`src/rtl/scan_ctrl_regs.sv`:
```
// Register responder for the scan register path: 17-bit control register, 15-bit status register,
// fixed-latency access handshake. Optional interrupt output is enabled by defining SCAN_CTRL_IRQ_EN.
module scan_ctrl_regs #(
    parameter int unsigned ACCESS_LAT = 2,
    parameter logic [16:0] CR_RST_VAL = 17'h0
) (
    input  logic        clk,
    input  logic        rst_n,
    input  logic        reg_wen,
    input  logic        reg_ren,
    input  logic [16:0] cr_wdata,
    output logic [16:0] cr_rdata,
    output logic [14:0] sr_rdata,
    output logic        reg_ready,
    input  logic        core_busy,
    input  logic        core_done,
    input  logic        core_err,
    output logic        ctrl_enable,
    output logic        ctrl_start,
    output logic [3:0]  ctrl_mode,
    output logic [9:0]  ctrl_cfg,
    output logic        irq
);

    // Start and clr_status are write-one strobes and are never stored.
    localparam logic [16:0] CrRst   = CR_RST_VAL & ~17'h00006;
    localparam logic [3:0]  LatInit = 4'(ACCESS_LAT - 1);

    typedef enum logic [1:0] {StIdle, StWait, StReady, StHold} state_e;

    state_e      state_q, state_d;
    logic [3:0]  lat_q, lat_d;
    logic [16:0] cr_q, cr_d;
    logic [16:0] cr_rdata_q, cr_rdata_d;
    logic [14:0] sr_rdata_q, sr_rdata_d;
    logic        busy_q;
    logic        done_sticky_q, done_sticky_d;
    logic        err_sticky_q, err_sticky_d;
    logic [11:0] done_cnt_q, done_cnt_d;
    logic        reg_ready_q, reg_ready_d;
    logic        ctrl_start_q, ctrl_start_d;

    logic        wr_accept;
    logic        start_req;
    logic        clr_req;
    logic [14:0] sr_cur;

    assign wr_accept = (state_q == StIdle) && reg_wen;
    assign start_req = wr_accept && cr_wdata[1];
    assign clr_req   = wr_accept && cr_wdata[2];
    assign sr_cur    = {done_cnt_q, err_sticky_q, done_sticky_q, busy_q};

    always_comb begin
        state_d     = state_q;
        lat_d       = lat_q;
        cr_d        = cr_q;
        cr_rdata_d  = cr_rdata_q;
        sr_rdata_d  = sr_rdata_q;
        reg_ready_d = 1'b0;
        unique case (state_q)
            StIdle: begin
                if (reg_wen || reg_ren) begin
                    state_d = StWait;
                    lat_d   = LatInit;
                    if (reg_wen) begin
                        cr_d = {cr_wdata[16:3], 2'b00, cr_wdata[0]};
                    end
                end
            end
            StWait: begin
                if (lat_q == 4'd0) begin
                    state_d     = StReady;
                    reg_ready_d = 1'b1;
                    cr_rdata_d  = cr_q;
                    sr_rdata_d  = sr_cur;
                end else begin
                    lat_d = lat_q - 4'd1;
                end
            end
            StReady: state_d = StHold;
            // A strobe still held from the finished access must not start another one.
            StHold: begin
                if (!reg_wen && !reg_ren) begin
                    state_d = StIdle;
                end
            end
            default: state_d = StIdle;
        endcase
    end

    // Clear is applied first so a same-cycle event still sets its bit.
    always_comb begin
        done_sticky_d = done_sticky_q;
        err_sticky_d  = err_sticky_q;
        done_cnt_d    = done_cnt_q;
        ctrl_start_d  = start_req && !core_busy;
        if (clr_req) begin
            done_sticky_d = 1'b0;
            err_sticky_d  = 1'b0;
            done_cnt_d    = 12'h000;
        end
        if (core_done) begin
            done_sticky_d = 1'b1;
            if (done_cnt_d != 12'hFFF) begin
                done_cnt_d = done_cnt_d + 12'h001;
            end
        end
        if (core_err || (start_req && core_busy)) begin
            err_sticky_d = 1'b1;
        end
    end

    always_ff @(posedge clk or negedge rst_n) begin
        if (!rst_n) begin
            state_q       <= StIdle;
            lat_q         <= 4'd0;
            cr_q          <= CrRst;
            cr_rdata_q    <= CrRst;
            sr_rdata_q    <= 15'h0000;
            busy_q        <= 1'b0;
            done_sticky_q <= 1'b0;
            err_sticky_q  <= 1'b0;
            done_cnt_q    <= 12'h000;
            reg_ready_q   <= 1'b0;
            ctrl_start_q  <= 1'b0;
        end else begin
            state_q       <= state_d;
            lat_q         <= lat_d;
            cr_q          <= cr_d;
            cr_rdata_q    <= cr_rdata_d;
            sr_rdata_q    <= sr_rdata_d;
            busy_q        <= core_busy;
            done_sticky_q <= done_sticky_d;
            err_sticky_q  <= err_sticky_d;
            done_cnt_q    <= done_cnt_d;
            reg_ready_q   <= reg_ready_d;
            ctrl_start_q  <= ctrl_start_d;
        end
    end

`ifdef SCAN_CTRL_IRQ_EN
    logic irq_q;

    always_ff @(posedge clk or negedge rst_n) begin
        if (!rst_n) begin
            irq_q <= 1'b0;
        end else begin
            irq_q <= cr_q[0] && (done_sticky_q || err_sticky_q);
        end
    end

    assign irq = irq_q;
`else
    assign irq = 1'b0;
`endif

    assign cr_rdata    = cr_rdata_q;
    assign sr_rdata    = sr_rdata_q;
    assign reg_ready   = reg_ready_q;
    assign ctrl_enable = cr_q[0];
    assign ctrl_start  = ctrl_start_q;
    assign ctrl_mode   = cr_q[6:3];
    assign ctrl_cfg    = cr_q[16:7];

endmodule
```
`config.mk`:
```
export PLATFORM = sky130hd
export DESIGN_NAME = scan_ctrl_regs
export DESIGN_NICKNAME = d
export VERILOG_FILES = /design/src/rtl/scan_ctrl_regs.sv
export SDC_FILE = /design/constraint.sdc
export NUM_CORES = 1
export LEC_CHECK = 0
export CAP_MARGIN = 10
export CORE_ASPECT_RATIO = 0.9
export CORE_MARGIN = 3
export CORE_UTILIZATION = 44
export CTS_CLUSTER_SIZE = 24
export DETAILED_ROUTE_END_ITERATION = 8
export GPL_ROUTABILITY_DRIVEN = 0
export PLACE_DENSITY = 0.71
export SLEW_MARGIN = 20
export SYNTH_ARGS = -nofsm -noshare
export SYNTH_HDL_FRONTEND = slang
export SYNTH_SLANG_ARGS = --single-unit
```
`constraint.sdc`:
```
create_clock -name clk -period 2.15 [get_ports clk]
set_clock_uncertainty 0.05 [all_clocks]
set_input_delay 0.645 -clock clk [delete_from_list [all_inputs] [get_ports clk]]
set_output_delay 0.645 -clock clk [all_outputs]
set_load 0.02 [all_outputs]
```
==> metrics.yaml <==
outcome: "completed"
htreeDepth: 3
cp.required_ps: 2370
start_util: 0.469
track_usage: 0.185
drv_slew: 0
fp.dieW_um: 92.8
drt_pass1_iterations: 4
max_clock_freq_mhz: 489
holdBufCountCts: 0
crit_path_end: "done_cnt_q[9]"
portBuffers: 70
ys_ff_latch: 68
antenna_found_initial: 0
worst_setup_path_end_kind: "flip-flop"
fp.dieH_um: 84.1
fin_setup_tns_ps: 0
dieArea_um2: 7800
grt_max_degree: 29
r2r-end: "done_cnt_q[9]"
whs_ps: 227
diodes: 0
final_antenna_net_count: 0
grt-ovfl-total: 0
cts.sinks: 68
nFillCells: 490
path_class: "reg -> reg"
path_max_fanout: 4
max_cap_viol_count: 0
synth.distinct_cells: 42
cp-startpoint: "state_q[1]"
cp_data_arrival_time_ps: 2270
core_area_um2: 6350
postPlaceCellArea_um2: 4010
hpwl_um: 4790
grt_pass1_vias: 2370
p_leak_nw: 1.86
reg2regPathDepth: 10
synthCells: 236
fin_crit_sh: 0.951
cts_tree: "done"
drtIter0Drc: 33
root_buffer: "clkbuf_8"
multi_input_comb_area_um2: 1240
drive_gt1_frac: 0.305
clk_pin_slew_ps: 70
max-clock-path-buffers: 2
hold_violations: 0
rrSetupSlack_ps: 110
num_rows: 27
vias: 2181
setup_violations: 0
hp-class: "in -> async"
via_per_inst: 5.06
clk_latency_ps: 350
dp.cells: 411
fin_area_um2: 4270
ir_drop_mv: 0.843
finalNetCount: 371
grt_pass1_wl_um: 11200
syn_to_final_growth_pct: 43.2
ys_seq_area_frac: 0.571
fin_cells: 431
r2r_start: "state_q[1]"
ys.warnings.count: 0
powerDensity_nw_per_um2: 1370
tightest_slew_ps: 532
cts_buffers: 9
final.min_clock_period_ps: 2040
syn_area_um2: 2980
drc: 0
seq_area_um2: 1700
postRouteWirelength_um: 6420
maxSlewHeadroom: 0.645
drt-wirelength-per-cell_um: 14.9
io-pin-count: 74
critPathLaunchType: "flip-flop"
avgSynthCellArea_um2: 12.6
## state kept, by name, summed over array words and instances, names as in the netlist
signal,cells
err_sticky_q,1
reg_ready,1
cr_q,15
sr_rdata,15
done_cnt_q,12
cr_rdata,15
state_q,2
done_sticky_q,1
ctrl_start,1
busy_q,1
lat_q,4
## layout by cell type (no fill, tap or decap), types with 4 or more instances in the layout
cell and count:
clkdlybuf4s50_1 67, buf_12 4, ha_1 6, buf_4 26, nand2_1 12, clkbuf_8 10
o21ai_0 6, inv_1 9, a21oi_1 7, nor3_1 5, or3_1 5, dfrtp_1 68
nor2_1 10, mux2_2 46
## cell usage after synthesis
library cell | n | area [um^2]
xnor2_1 | 2 | 17.5
nor2_1 | 10 | 37.5
buf_2 | 6 | 30.0
o31ai_1 | 2 | 15.0
o21ai_0 | 6 | 30.0
a31oi_1 | 1 | 6.26
inv_1 | 11 | 41.3
buf_4 | 5 | 37.5
a21oi_1 | 7 | 35.0
o22ai_1 | 1 | 6.26
a2bb2oi_1 | 1 | 8.76
and2_1 | 2 | 12.5
nor4_2 | 1 | 12.5
mux2_1 | 1 | 11.3
dfrtp_1 | 68 | 1700
o221ai_1 | 2 | 17.5
nand3_1 | 5 | 25.0
o211ai_1 | 1 | 7.51
mux2i_1 | 3 | 30.0
mux2_2 | 46 | 518
ha_1 | 8 | 100
o211a_1 | 1 | 10.0
nor3b_1 | 2 | 15.0
and3_1 | 2 | 12.5
or3_1 | 5 | 31.3
nand3b_1 | 1 | 7.51
nor2b_1 | 1 | 6.26
or4_1 | 1 | 7.51
nand4_2 | 1 | 12.5
nor3_1 | 6 | 30.0
conb_1 | 1 | 3.75
or2_1 | 1 | 6.26
a22oi_1 | 1 | 7.51
nand4_1 | 3 | 18.8
nor4bb_1 | 1 | 10.0
nor4_1 | 2 | 12.5
or2_0 | 1 | 6.26
a311oi_1 | 1 | 8.76
a21o_1 | 1 | 7.51
nand2_1 | 12 | 45.0
a41oi_1 | 1 | 8.76
nand2b_1 | 2 | 12.5
## critical path: stages, from the launching register on
cell and delay, ps:
dfrtp_1 390, inv_2 100, ha_4 150, nand3_4 70, and2_1 180, ha_2 200
nand3_2 100, nor4_4 50, buf_2 140, or4_1 400, a21oi_1 130
## power by group
part	switching [mW]	internal (mW)	leakage, nW
Sequential	0.346	1.76	0.847
Clock	0.482	0.564	0.0983
Combinational	1.22	1.48	0.917
Total	2.05	3.81	1.86
## metal layers
layer	vias to the layer above	global-route usage	share of wire
li1	1035	-	-
met1	1068	0.208	0.41
met2	68	0.296	0.48
met3	10	0.0974	0.094
met4	0	0.0692	0.015
met5	-	0	0
## worst min path at each step
stage	end	start	slack, ps	cells after the start
CTS	cr_rdata[6]	rst_n	230	1
finish	done_cnt_q[1]	rst_n	230	1
detailed placement	err_sticky_q	err_sticky_q	420	2
global route	cr_rdata[6]	rst_n	230	1
global placement	done_sticky_q	done_sticky_q	400	1
floorplan	busy_q	rst_n	300	0
## per-stage QoR
stage / power, mW / setup slack [ps] / util
2_1_floorplan: 3.50 / 0.747 / -
3_3_place_gp: 4.70 / -473 / 0.631
3_5_place_dp: 4.77 / -587 / 0.631
4_1_cts: 5.88 / 7.22 / 0.665
5_1_grt: 6.27 / -27.8 / 0.672
6_report: 5.86 / 105 / 0.672
## repair_timing
item / in CTS / in global routing
pin swaps: 0 / 2
gates resized for setup: 5 / 5
endpoints found under the setup margin: 9 / 8
buffers inserted: 0 / 3
gates cloned: 0 / 1
## layout make-up
cell class / count / share of cell area
Timing Repair Buffer: 101 / 0.228
Clock buffer: 10 / 0.0322
Tap cell: 87 / 0.0255
Multi-Input combinational cell: 148 / 0.291
Clock inverter: 6 / 0.0149
Sequential cell: 68 / 0.399
Inverter: 11 / 0.00967
## logic make-up (layout without fill, tap and decap cells)
logic type	Yosys count	count (layout)	synth area share
adders and majority gates	8	8	0.0336
DFF	68	68	0.571
and+or+nand+nor	59	59	0.108
xor gates and xnor gates	2	2	0.00588
buffers and inverters	22	128	0.0365
other	1	3	0.00126
muxes	50	50	0.188
AOI/OAI and AO/OA	26	26	0.0567
(Power assumes the default switching activity.)
